File: src/rtl/lmfe_scan_ctrl.sv
// Raster-scan controller for a 7x7 median window: paces host pixels into an
// 8-row line buffer and issues CLEAR/INSERT/ERASE/READ commands to the sort engine.
module lmfe_scan_ctrl #(
    parameter int IMG_W = 128,
    parameter int IMG_H = 128
) (
    input  logic       clk,
    input  logic       reset,
    input  logic       in_en,
    output logic       busy,
    output logic       wr_en,
    output logic [9:0] wr_addr,
    output logic       op_valid,
    output logic [1:0] op_code,
    output logic [6:0] op_row,
    output logic [6:0] op_col,
    output logic       op_pad,
    output logic       done
);
    localparam logic [1:0] OP_CLEAR  = 2'b00;
    localparam logic [1:0] OP_INSERT = 2'b01;
    localparam logic [1:0] OP_ERASE  = 2'b10;
    localparam logic [1:0] OP_READ   = 2'b11;
    localparam logic [6:0] LAST_COL  = 7'(IMG_W - 1);
    localparam logic [6:0] LAST_ROW  = 7'(IMG_H - 1);
    localparam logic signed [8:0] W_S = 9'(IMG_W);
    localparam logic signed [8:0] H_S = 9'(IMG_H);

    typedef enum logic [2:0] {IDLE, WAIT_IN, CLEAR, FILL, SLIDE, READ, DONE} state_t;

    state_t      state, state_n;
    logic [14:0] in_cnt;
    logic [2:0]  in_row;
    logic [6:0]  in_col;
    logic [6:0]  r, c, r_n, c_n;
    // wy: window row offset 0..6; wx: column offset 0..6 in FILL, erase/insert phase in SLIDE
    logic [2:0]  wy, wx, wy_n, wx_n;
    logic [7:0]  r3, c3;
    logic [14:0] need_row, need_col, need;

    logic                vld_n, pad_n;
    logic [1:0]          code_n;
    logic signed [8:0]   orow, ocol;

    // Pixels required before window (r,c) is complete, clamped at the image edge
    assign r3       = {1'b0, r} + 8'd3;
    assign c3       = {1'b0, c} + 8'd3;
    assign need_row = (r3 > 8'(IMG_H - 1)) ? 15'(IMG_H - 1) : 15'(r3);
    assign need_col = (c3 > 8'(IMG_W - 1)) ? 15'(IMG_W - 1) : 15'(c3);
    assign need     = need_row * 15'(IMG_W) + need_col + 15'd1;

    assign busy    = (state == DONE) || (in_cnt >= need);
    assign wr_en   = in_en & ~busy;
    assign wr_addr = {in_row, in_col};

    always_ff @(posedge clk) begin
        if (reset) begin
            in_cnt <= '0;
            in_row <= '0;
            in_col <= '0;
        end else if (wr_en) begin
            in_cnt <= in_cnt + 15'd1;
            if (in_col == LAST_COL) begin
                in_col <= '0;
                in_row <= in_row + 3'd1;
            end else begin
                in_col <= in_col + 7'd1;
            end
        end
    end

    always_comb begin
        state_n = state;
        r_n     = r;
        c_n     = c;
        wy_n    = wy;
        wx_n    = wx;
        case (state)
            IDLE: if (wr_en) state_n = WAIT_IN;
            WAIT_IN: begin
                if (in_cnt >= need) begin
                    state_n = (c == 7'd0) ? CLEAR : SLIDE;
                    wy_n    = '0;
                    wx_n    = '0;
                end
            end
            CLEAR: begin
                state_n = FILL;
                wy_n    = '0;
                wx_n    = '0;
            end
            FILL: begin
                if (wx == 3'd6) begin
                    wx_n = '0;
                    if (wy == 3'd6) state_n = READ;
                    else            wy_n = wy + 3'd1;
                end else begin
                    wx_n = wx + 3'd1;
                end
            end
            SLIDE: begin
                if (wx[0]) begin
                    wx_n = '0;
                    if (wy == 3'd6) state_n = READ;
                    else            wy_n = wy + 3'd1;
                end else begin
                    wx_n = 3'd1;
                end
            end
            READ: begin
                if (r == LAST_ROW && c == LAST_COL) begin
                    state_n = DONE;
                end else begin
                    state_n = WAIT_IN;
                    if (c == LAST_COL) begin
                        c_n = '0;
                        r_n = r + 7'd1;
                    end else begin
                        c_n = c + 7'd1;
                    end
                end
            end
            DONE:    state_n = DONE;
            default: state_n = IDLE;
        endcase
    end

    // Command for the upcoming state, so op_* lines up with the state it belongs to
    always_comb begin
        vld_n  = 1'b0;
        code_n = OP_CLEAR;
        orow   = '0;
        ocol   = '0;
        case (state_n)
            CLEAR: vld_n = 1'b1;
            FILL: begin
                vld_n  = 1'b1;
                code_n = OP_INSERT;
                orow   = $signed({2'b00, r_n}) - 9'sd3 + $signed({6'b0, wy_n});
                ocol   = $signed({2'b00, c_n}) - 9'sd3 + $signed({6'b0, wx_n});
            end
            SLIDE: begin
                vld_n  = 1'b1;
                code_n = wx_n[0] ? OP_INSERT : OP_ERASE;
                orow   = $signed({2'b00, r_n}) - 9'sd3 + $signed({6'b0, wy_n});
                ocol   = wx_n[0] ? ($signed({2'b00, c_n}) + 9'sd3)
                                 : ($signed({2'b00, c_n}) - 9'sd4);
            end
            READ: begin
                vld_n  = 1'b1;
                code_n = OP_READ;
                orow   = $signed({2'b00, r_n});
                ocol   = $signed({2'b00, c_n});
            end
            default: vld_n = 1'b0;
        endcase
        pad_n = vld_n && (orow[8] || ocol[8] || (orow >= H_S) || (ocol >= W_S));
    end

    always_ff @(posedge clk) begin
        if (reset) begin
            state    <= IDLE;
            r        <= '0;
            c        <= '0;
            wy       <= '0;
            wx       <= '0;
            op_valid <= 1'b0;
            op_code  <= '0;
            op_row   <= '0;
            op_col   <= '0;
            op_pad   <= 1'b0;
            done     <= 1'b0;
        end else begin
            state    <= state_n;
            r        <= r_n;
            c        <= c_n;
            wy       <= wy_n;
            wx       <= wx_n;
            op_valid <= vld_n;
            op_code  <= code_n;
            op_row   <= pad_n ? 7'd0 : orow[6:0];
            op_col   <= pad_n ? 7'd0 : ocol[6:0];
            op_pad   <= pad_n;
            done     <= (state_n == DONE);
        end
    end
endmodule
File: config.mk
export PLATFORM = sky130hd
export DESIGN_NAME = lmfe_scan_ctrl
export DESIGN_NICKNAME = d
export VERILOG_FILES = /design/src/rtl/lmfe_scan_ctrl.sv
export SDC_FILE = /design/constraint.sdc
export NUM_CORES = 1
export LEC_CHECK = 0
export CORE_ASPECT_RATIO = 0.5
export CORE_MARGIN = 1.5
export CORE_UTILIZATION = 55
export CTS_BUF_LIST = sky130_fd_sc_hd__clkbuf_2
export CTS_CLUSTER_SIZE = 24
export DETAILED_ROUTE_END_ITERATION = 10
export GPL_TIMING_DRIVEN = 0
export HOLD_SLACK_MARGIN = 0.15
export PLACE_DENSITY = 0.75
export SETUP_SLACK_MARGIN = 0.5
export SYNTH_ARGS = -nofsm -noshare
export SYNTH_HDL_FRONTEND = slang
export SYNTH_SLANG_ARGS = --single-unit
File: constraint.sdc
create_clock -name clk -period 11.7 [get_ports clk]
set_input_delay 1.17 -clock clk [delete_from_list [all_inputs] [get_ports clk]]
set_output_delay 1.17 -clock clk [all_outputs]
set_load 0.05 [all_outputs]
==> run metrics, run 1 <==
Async S/R FF share, synth=0%; P&R area growth vs syn=11.1%; CP Data Arrival Time=6.61 ns; DRT Pass-1 Iters=5; clk buf depth=2; Initial Util=57.3%; largest net degree at the start of global routing=13; most frequent cells in the layout=nor2_1 (87), dfxtp_1 (67), nand2_1 (59), a21oi_1 (41), inv_1 (41); Worst Setup End Kind=output pin; Startpoint Class=flip-flop; CTS tree=yes; vias per inst=5.93; Pins Over Slew Limit=0; #FFs+latches synth=67; wire length per cell=16.0 um; post-synthesis compound-gate area fraction=22.6%; n_diodes=0; Seq/Total Area, Yosys=24.4%; vias in the first global route=4,700; Worst-path clk slew=0.23 ns; count of input and output buffers=33; maximum clock rate=0.128 GHz; most common cell after layout, fill and taps aside=nor2_1; Mapped Nets=752; top cell type's share of synthesized area=24.4%; R2R setup slack=4.05 ns; CTS resizes=0; hold worst-path end=in_cnt[7]; adder-cell share of the synthesized area=9.39%; Max-Cap Viols=0; synth unique cells=83; hpwl dp=10,700 um; Min-Delay Path Class=flip-flop to flip-flop; final core occ=63.7%; total CTS buffers=9; unrepaired setup endpoints after global routing=false; cells on worst reg2reg path=29; hold buffers post-CTS=0; Tightest Pin Transition=0.949 ns; filler instances=908; total global-route track usage=28.2%; min-delay src=in_cnt[7]; routed vias=5,298; Remaining DRCs=0; Worst VDD drop=0.0461 mV; status=completed; Die Y-Extent=73.6 um; final net count=796; WL final=14,300 um; die outline width=144 um; Hold Slack=0.539 ns; clock skew=0.0379 ns; Pleak=2.50 nW; full die area=10,600 sq um; Ys Warns=0; post-synthesis xor/xnor area fraction=9.53%; Overflow after GRT=0; mux cell area share after synthesis=1.89%; most area-consuming cells after synthesis=dfxtp_1 (24%), ha_1 (8.7%), nor2_1 (5.9%), xnor2_1 (5.7%), nand2_1 (4.0%); CTS Root Cell=clkbuf_2; Pwr per Cell Area=70.4 nW/um^2; initial antenna violation count=0; Worst EP required=10.53 ns; H-Tree Depth=3; share of post-route cells with drive strength above 1=8.71%; Synth Cell Area=5490 sq um; Top FF cell, synth=dfxtp_1; Cells after Synth=709; period utilization=66.5%; Final setup viols=0; Skew-Pair Late Insertion Delay=0.56 ns; critical setup path kind=flip-flop to output pin; initial drt markers=488; critical path fanouts, max=10; postcts setup bufs=0; Synth area leader=dfxtp_1; Hold Fails Final Rpt=0; FP Rows=25; main combinational cell family by area after synthesis=simple AND/OR/NAND/NOR gates; reg2reg end=op_row[6]; core area=9570 sq um; Slew HR=36.5%; Routed Antenna Nets=0; Synth Area in Simple Gates=26.4%; mean post-synth cell area=7.74 sq um; crit path time final=7.78 ns; Post-synth EDFFs=0; routability congestion estimate=0.886; num ports=34; setup TNS=0 ns; first-pass GRT wire length=23,200 um; worst r2r src=c[0]; hold depth=2; CTS Sinks=67
## per-layer routing
layer	up-vias	wire length [um]	GRT usage, %
met4	0	122	5.27
met2	198	5810	41.9
met3	12	1260	8.21
met1	2461	7120	40.6
li1	2627	-	-
met5	-	0	0
## cell usage after synthesis (all sizes together) (12+ instances only)
cell type,number
nand2,60
o21ai,39
nand3,23
xor2,21
buf,16
inv,41
ha,38
a21oi,46
nand4,16
xnor2,37
nor3,14
and2,12
clkbuf,15
nor2,95
dfxtp,67
## where the power goes
| part | switching [mW] | internal [mW] |
|---|---|---|
| registers | 0.00220 | 0.231 |
| logic | 0.0339 | 0.0194 |
| clock network | 0.0944 | 0.0486 |
| total | 0.131 | 0.299 |
## critical path: stages (launching register included)
cell             delay, ns
dfxtp_1               0.43
clkbuf_1              0.31
inv_1                 0.21
ha_1                  0.33
xnor2_1               0.25
nand2b_1              0.12
a221oi_1              0.48
nand2b_1              0.15
a221oi_1              0.56
a31oi_1               0.07
a221o_1               0.28
a21oi_1               0.16
ha_1                  0.26
nand4_1               0.16
a31oi_1               0.07
or2_2                 0.33
a2111oi_0             0.68
buf_2                 0.36
clkdlybuf4s50_1       0.84
## metrics by stage
stage	instance area, sq um	worst slack [ns]	cells	total power, mW
2_1_floorplan	5490	5.81	709	0.276
3_3_place_gp	5990	4.36	877	0.289
3_5_place_dp	5990	4.35	877	0.290
4_1_cts	6100	3.99	893	0.432
5_1_grt	6100	3.51	893	0.447
6_report	6100	3.92	893	0.429
## worst max path at each step
stage / start / cells past startpoint / end / slack (ns)
5_1_grt: c[0] / 18 / wr_en / 3.51
3_5_place_dp: c[0] / 29 / op_row[6] / 4.35
6_report: c[0] / 18 / wr_en / 3.92
3_3_place_gp: c[0] / 28 / op_row[4] / 4.36
4_1_cts: c[0] / 18 / wr_en / 3.99
2_1_floorplan: c[0] / 31 / op_row[5] / 5.81
## registers in the layout, indices dropped and copies added, names as in the netlist
register	flops
wy	3
state	3
op_col	7
wx	3
op_pad	1
in_row	3
op_code	2
c	7
op_valid	1
r	7
done	1
in_col	7
in_cnt	15
op_row	7
## cell type report
cell class | instances | area (sq um) | area share [%]
sequential | 67 | 1340 | 22.0
tap | 135 | 169 | 2.77
clock buffer | 9 | 45.0 | 0.738
buffer | 31 | 151 | 2.48
inverter | 42 | 163 | 2.67
clock inverter | 7 | 67.6 | 1.11
timing repair buffer | 33 | 330 | 5.41
multi-input combinational | 569 | 3830 | 62.8
## cell families after synthesis
kind of cell | Yosys count
AND/OR/NAND/NOR | 278
AO/OA/AOI/OAI | 182
flip-flops | 67
buffers and inverters | 73
XOR/XNOR | 58
multiplexers | 10
adder cells (fa/ha/maj) | 40
other | 1
Power figures use the tool's default switching activity.
==> inputs of run 2 (changes only) <==
--- a/config.mk
+++ b/config.mk
@@ -13,7 +13,7 @@
 export DETAILED_ROUTE_END_ITERATION = 10
 export GPL_TIMING_DRIVEN = 0
 export HOLD_SLACK_MARGIN = 0.15
-export PLACE_DENSITY = 0.75
+export PLACE_DENSITY = 0.78
 export SETUP_SLACK_MARGIN = 0.5
 export SYNTH_ARGS = -nofsm -noshare
 export SYNTH_HDL_FRONTEND = slang
==> constraint.sdc (replaced) <==
create_clock -name clk -period 6.6 [get_ports clk]
set_input_delay 0.66 -clock clk [delete_from_list [all_inputs] [get_ports clk]]
set_output_delay 0.66 -clock clk [all_outputs]
set_load 0.05 [all_outputs]
==> run 2 against run 1 <==
  * Global-route usage is 1.2 points higher
  * Final cell count rose by 2.7%
  * Sequential power up 77%
  * Register-to-register slack worse by 3.3 ns
  * Critical endpoint is now op_col[6]
==> run metrics, run 2 (same netlist as run 1, synthesis figures left out) <==
final core occ=68.1% (was 63.7%); Routed Antenna Nets=0 (unchanged); Initial Util=57.3% (unchanged); routability congestion estimate=0.922 (was 0.886); total global-route track usage=29.5% (was 28.2%); FP Rows=25 (unchanged); largest net degree at the start of global routing=12 (was 13); max reg flops=15 (unchanged); total CTS buffers=9 (unchanged); critical setup path kind=flip-flop to flip-flop (was flip-flop to output pin); most common cell after layout, fill and taps aside=nor2_1 (unchanged); Clock power frac=33.0% (was 33.3%); Hold Slack=0.525 ns (was 0.539 ns); final net count=820 (was 796); DRT Pass-1 Iters=9 (was 5); Worst Setup End Kind=flip-flop (was output pin); crit path time final=5.87 ns; clock skew=0.0262 ns (was 0.0379 ns); min-delay src=in_cnt[7] (unchanged); Multi-input gate area=4030 sq um (was 3830 sq um); Die Y-Extent=73.6 um (unchanged); setup TNS=0 ns (unchanged); worst r2r src=c[1] (was c[0]); CP Data Arrival Time=6.39 ns (was 6.61 ns); clk buf depth=2 (unchanged); initial drt markers=581 (was 488); hpwl dp=10,900 um (was 10,700 um); Skew-Pair Late Insertion Delay=0.57 ns (was 0.56 ns); H-Tree Depth=3 (unchanged); Startpoint Class=flip-flop (unchanged); Reg with most FFs=in_cnt (unchanged); Final setup viols=0 (unchanged); cells on worst reg2reg path=30 (was 29); CTS Sinks=67 (unchanged); post-layout total power=768 uW (was 429 uW); crit path from=c[1] (was c[0]); worst setup margin=0.734 ns (was 3.92 ns); Pwr per Cell Area=118 nW/um^2 (was 70.4 nW/um^2); Min-Delay Path Class=flip-flop to flip-flop (unchanged); full die area=10,600 sq um (unchanged); P&R area growth vs syn=18.7% (was 11.1%); crit path max-delay cell type=dfxtp_2 (was clkdlybuf4s50_1); WL final=15,400 um (was 14,300 um); Worst VDD drop=0.0673 mV (was 0.0461 mV); reg2reg end=op_col[6] (was op_row[6]); initial antenna violation count=1 (was 0); Hold Fails Final Rpt=0 (unchanged); Worst-path clk slew=0.21 ns (was 0.23 ns); CTS Root Cell=clkbuf_2 (unchanged); Reg power frac=53.9% (was 54.3%); die outline width=144 um (unchanged); routed vias=5,569 (was 5,298); hold depth=2 (unchanged); Switching Fraction=30.7% (was 30.4%); most frequent cells in the layout=nor2_1 (86), dfxtp_1 (64), nand2_1 (57), inv_1 (39) (was nor2_1 (87), dfxtp_1 (67), nand2_1 (59), a21oi_1 (41), inv_1 (41)); core area=9570 sq um (unchanged); Overflow after GRT=0 (unchanged); vias per inst=6.07 (was 5.93); share of post-route cells with drive strength above 1=15.7% (was 8.71%); P_int=532 uW (was 299 uW); P_sw=236 uW (was 131 uW); R2R setup slack=0.73 ns (was 4.05 ns); hold worst-path end=in_cnt[7] (unchanged); filler instances=832 (was 908); Max-Cap Viols=0 (unchanged); cell repeated most along the worst path=buf_4; crit-path leading delay family=compound AO/OA/AOI/OAI gates (unchanged); n_diodes=0 (unchanged); wire length per cell=16.8 um (was 16.0 um); WP buf/inv=6 (was 4); CP max stage delay=0.37 ns (was 0.84 ns); first-pass GRT wire length=24,300 um (was 23,200 um); Slew HR=41.3% (was 36.5%); period utilization=88.9%; critical path fanouts, max=9 (was 10); Tightest Pin Transition=0.878 ns (was 0.949 ns); vias in the first global route=4,951 (was 4,700); Remaining DRCs=0 (unchanged); num ports=34 (unchanged); Comb power frac=13.2% (was 12.4%); maximum clock rate=0.170 GHz; status=completed (unchanged); Seq. cell area=1350 sq um (was 1340 sq um); Worst EP required=7.12 ns (was 10.53 ns); unrepaired setup endpoints after global routing=false (unchanged); Pins Over Slew Limit=0 (unchanged); count of input and output buffers=33 (unchanged); pre-CTS setup slack=-0.754 ns (was 4.35 ns); Pleak=2.68 nW (was 2.50 nW); CTS tree=yes (unchanged)
run 2: worst max path at each step:
stage	endpoint	slack [ns]	cells past startpoint
final	op_col[6]	0.73	30
after global routing	op_col[5]	0.41	31
after CTS	op_col[6]	0.50	29
after detailed placement	op_col[2]	-0.75	29
after global placement	op_row[3]	-0.73	29
after floorplan	op_row[5]	0.71	31
run 2: area by class of cell:
cell class	count	share of cell area, %
multi-input combinational	569	61.8
sequential	67	20.6
timing repair buffer	57	7.89
buffer	31	2.84
tap	135	2.59
inverter	42	2.55
clock inverter	6	0.864
clock buffer	10	0.768
run 2: layer usage:
| layer | vias to the layer above | track usage [%] | wire length, um |
|---|---|---|---|
| li1 | 2658 | - | - |
| met1 | 2618 | 41.5 | 7150 |
| met2 | 263 | 45.2 | 6610 |
| met3 | 30 | 7.17 | 1370 |
| met4 | 0 | 7.63 | 280 |
| met5 | - | 0 | 0 |
run 2: worst register-to-register path: cells and delay by family (launching register included):
family | cells | cell delay, ns
buffers and inverters | 6 | 0.82
AOI/OAI and AO/OA | 16 | 2.83
xor gates and xnor gates | 1 | 0.11
and+or+nand+nor | 5 | 1.10
adders and majority gates | 2 | 0.54
DFF | 1 | 0.37
run 2: repair_timing:
item / CTS / global route
resized for setup: 28 / 41
endpoints found under the setup margin: 19 / 17
hold buffers: 0 / 0
cloned: 1 / 0
setup buffers: 8 / 15
pin swaps: 9 / 19
run 2: metrics by stage:
stage,instances,area [sq um]
floorplan,709,5490
detailed placement,877,5990
CTS,902,6270
finish,917,6520
global route,917,6520
global placement,877,5990
run 2: power by group through the flow:
stage	Sequential (mW)	Combinational [mW]	Clock [mW]
final	0.413	0.101	0.253
after global routing	0.414	0.110	0.273
after CTS	0.413	0.0963	0.256
after detailed placement	0.421	0.0933	0
after global placement	0.421	0.0916	0
after floorplan	0.426	0.0641	0
==> inputs of run 3 (changes only) <==
--- a/config.mk
+++ b/config.mk
@@ -8,8 +8,7 @@
 export CORE_ASPECT_RATIO = 0.5
 export CORE_MARGIN = 1.5
 export CORE_UTILIZATION = 55
-export CTS_BUF_LIST = sky130_fd_sc_hd__clkbuf_2
-export CTS_CLUSTER_SIZE = 24
+export CTS_CLUSTER_SIZE = 14
 export DETAILED_ROUTE_END_ITERATION = 10
 export GPL_TIMING_DRIVEN = 0
 export HOLD_SLACK_MARGIN = 0.15
==> run 3 against run 2 <==
  * First-iteration DRC count is 14% higher
  * Critical path depth stayed put
  * Setup slack worse by 0.074 ns
  * Highest routed layer unchanged
  * Clock skew is 0.019 ns lower
  * Hold slack worse by 0.016 ns
  * Routed wire length is 2.9% higher
  * Final cell count is 0.33% higher
  * Global-route usage is 0.20 points higher
  * Critical path type unchanged
  * Clock-buffer cell count is 3 higher
  * Sequential share of layout area is 0.64 points lower
==> run metrics, run 3 (same netlist as run 1, synthesis figures left out) <==
CP Data Arrival Time=6.21 ns (was 6.39 ns); Hold Fails Final Rpt=0 (unchanged); vias in the first global route=5,027 (was 4,951); final net count=823 (was 820); total global-route track usage=29.7% (was 29.5%); period utilization=90.0% (was 88.9%); Worst-path clk slew=0.06 ns (was 0.21 ns); DRT Pass-1 Iters=6 (was 9); hold depth=2 (unchanged); Overflow after GRT=0 (unchanged); most frequent cells in the layout=nor2_1 (86), dfxtp_1 (64), nand2_1 (58), inv_1 (39), a21oi_1 (37) (was nor2_1 (86), dfxtp_1 (64), nand2_1 (57), inv_1 (39)); Remaining DRCs=0 (unchanged); Slew HR=42.2% (was 41.3%); wire length per cell=17.2 um (was 16.8 um); H-Tree Depth=3 (unchanged); met1 Use GR=41.3% (was 41.5%); routed vias=5,663 (was 5,569); Skew-Pair Late Insertion Delay=0.34 ns (was 0.57 ns); Tightest Pin Transition=0.864 ns (was 0.878 ns); FP Rows=25 (unchanged); crit path time final=5.94 ns (was 5.87 ns); initial drt markers=661 (was 581); n_diodes=0 (unchanged); unrepaired setup endpoints after global routing=false (unchanged); CTS tree=yes (unchanged); CTS Root Cell=clkbuf_16 (was clkbuf_2); critical path fanouts, max=9 (unchanged); met2 Use GR=46.1% (was 45.2%); M3 GR Usage=6.26% (was 7.17%); maximum clock rate=0.168 GHz (was 0.170 GHz); num ports=34 (unchanged); initial antenna violation count=1 (unchanged); Die Y-Extent=73.6 um (unchanged); clock skew=0.00674 ns (was 0.0262 ns); crit-path leading delay family=compound AO/OA/AOI/OAI gates (unchanged); total CTS buffers=9 (unchanged); Reg with most FFs=in_cnt (unchanged); clk buf depth=2 (unchanged); Startpoint Class=flip-flop (unchanged); P&R area growth vs syn=22.5% (was 18.7%); Min-Delay Path Class=flip-flop to flip-flop (unchanged); post-route cell area=6720 sq um (was 6520 sq um); Pins Over Slew Limit=0 (unchanged); critical setup path kind=flip-flop to flip-flop (unchanged); Area after DPL=5990 sq um (unchanged); cell repeated most along the worst path=nand2_1 (was buf_4); largest net degree at the start of global routing=12 (unchanged); hpwl dp=10,900 um (unchanged); CP Depth=30 (unchanged); die outline width=144 um (unchanged); most crowded layer after global routing=met2 (unchanged); setup TNS=0 ns (unchanged); cells on worst reg2reg path=30 (unchanged); Worst VDD drop=0.134 mV (was 0.0673 mV); post-layout total power=1.03 mW (was 768 uW); Pleak=2.77 nW (was 2.68 nW); WP buf/inv=4 (was 6); Routed Antenna Nets=0 (unchanged); Max-Cap Viols=0 (unchanged); status=completed (unchanged); CTS Sinks=67 (unchanged); Initial Util=57.3% (unchanged); first-pass GRT wire length=24,500 um (was 24,300 um); most common cell after layout, fill and taps aside=nor2_1 (unchanged); vias per inst=6.16 (was 6.07); final core occ=70.2% (was 68.1%); count of input and output buffers=33 (unchanged); routability congestion estimate=0.922 (unchanged); R2R setup slack=0.66 ns (was 0.73 ns); WL final=15,900 um (was 15,400 um); Worst EP required=6.87 ns (was 7.12 ns); crit path max-delay cell type=fa_2 (was dfxtp_2); full die area=10,600 sq um (unchanged); Pwr per Cell Area=153 nW/um^2 (was 118 nW/um^2); Worst Setup End Kind=flip-flop (unchanged); hold buffers post-CTS=0 (unchanged); share of post-route cells with drive strength above 1=15.8% (was 15.7%); core area=9570 sq um (unchanged); Final setup viols=0 (unchanged); max reg flops=15 (unchanged); CP max stage delay=0.35 ns (was 0.37 ns)
## run 3: cell type report
type | instances | area, sq um
Multi-Input combinational cell | 569 | 4020
Fill cell | 792 | 2850
Sequential cell | 67 | 1350
Timing Repair Buffer | 60 | 532
Clock buffer | 13 | 270
Buffer | 31 | 178
Tap cell | 135 | 169
Inverter | 42 | 166
Clock inverter | 3 | 45.0
## run 3: report_power, final
part	leakage (nW)	internal (mW)	switching [mW]	total, mW
Clock	0.148	0.324	0.191	0.514
Sequential	0.542	0.408	0.00414	0.413
Combinational	2.08	0.0369	0.0638	0.101
## run 3: tightest hold or removal path: cells and delay by family, from the launching register on
family,cells,cell delay (ns)
compound gates,2,0.14
flops,1,0.33
## run 3: final timing paths
path	from	to
hold reg to reg	in_cnt[7]	in_cnt[7]
hold / removal	in_cnt[7]	in_cnt[7]
setup / recovery	c[3]	op_row[4]
setup reg to reg	c[3]	op_row[4]
## run 3: through the flow
stage,worst slack [ns],hold WS (ns),cells
after floorplan,0.707,0.475,709
after global placement,-0.734,0.489,877
after detailed placement,-0.754,0.502,877
after CTS,0.519,0.511,900
after global routing,0.340,0.556,920
final,0.659,0.509,920
## run 3: timing repair
action / 4_1_cts / 5_1_grt
resized for setup: 23 / 35
pin swaps: 9 / 19
setup endpoints to repair: 17 / 16
buffers inserted: 7 / 20
## run 3: metal layers
| metal | share of wire [%] | up-vias | wire length, um |
|---|---|---|---|
| met5 | 0 | - | 0 |
| met3 | 9.9 | 43 | 1570 |
| met1 | 45 | 2639 | 7110 |
| li1 | - | 2669 | - |
| met2 | 43 | 312 | 6840 |
| met4 | 2.2 | 0 | 341 |
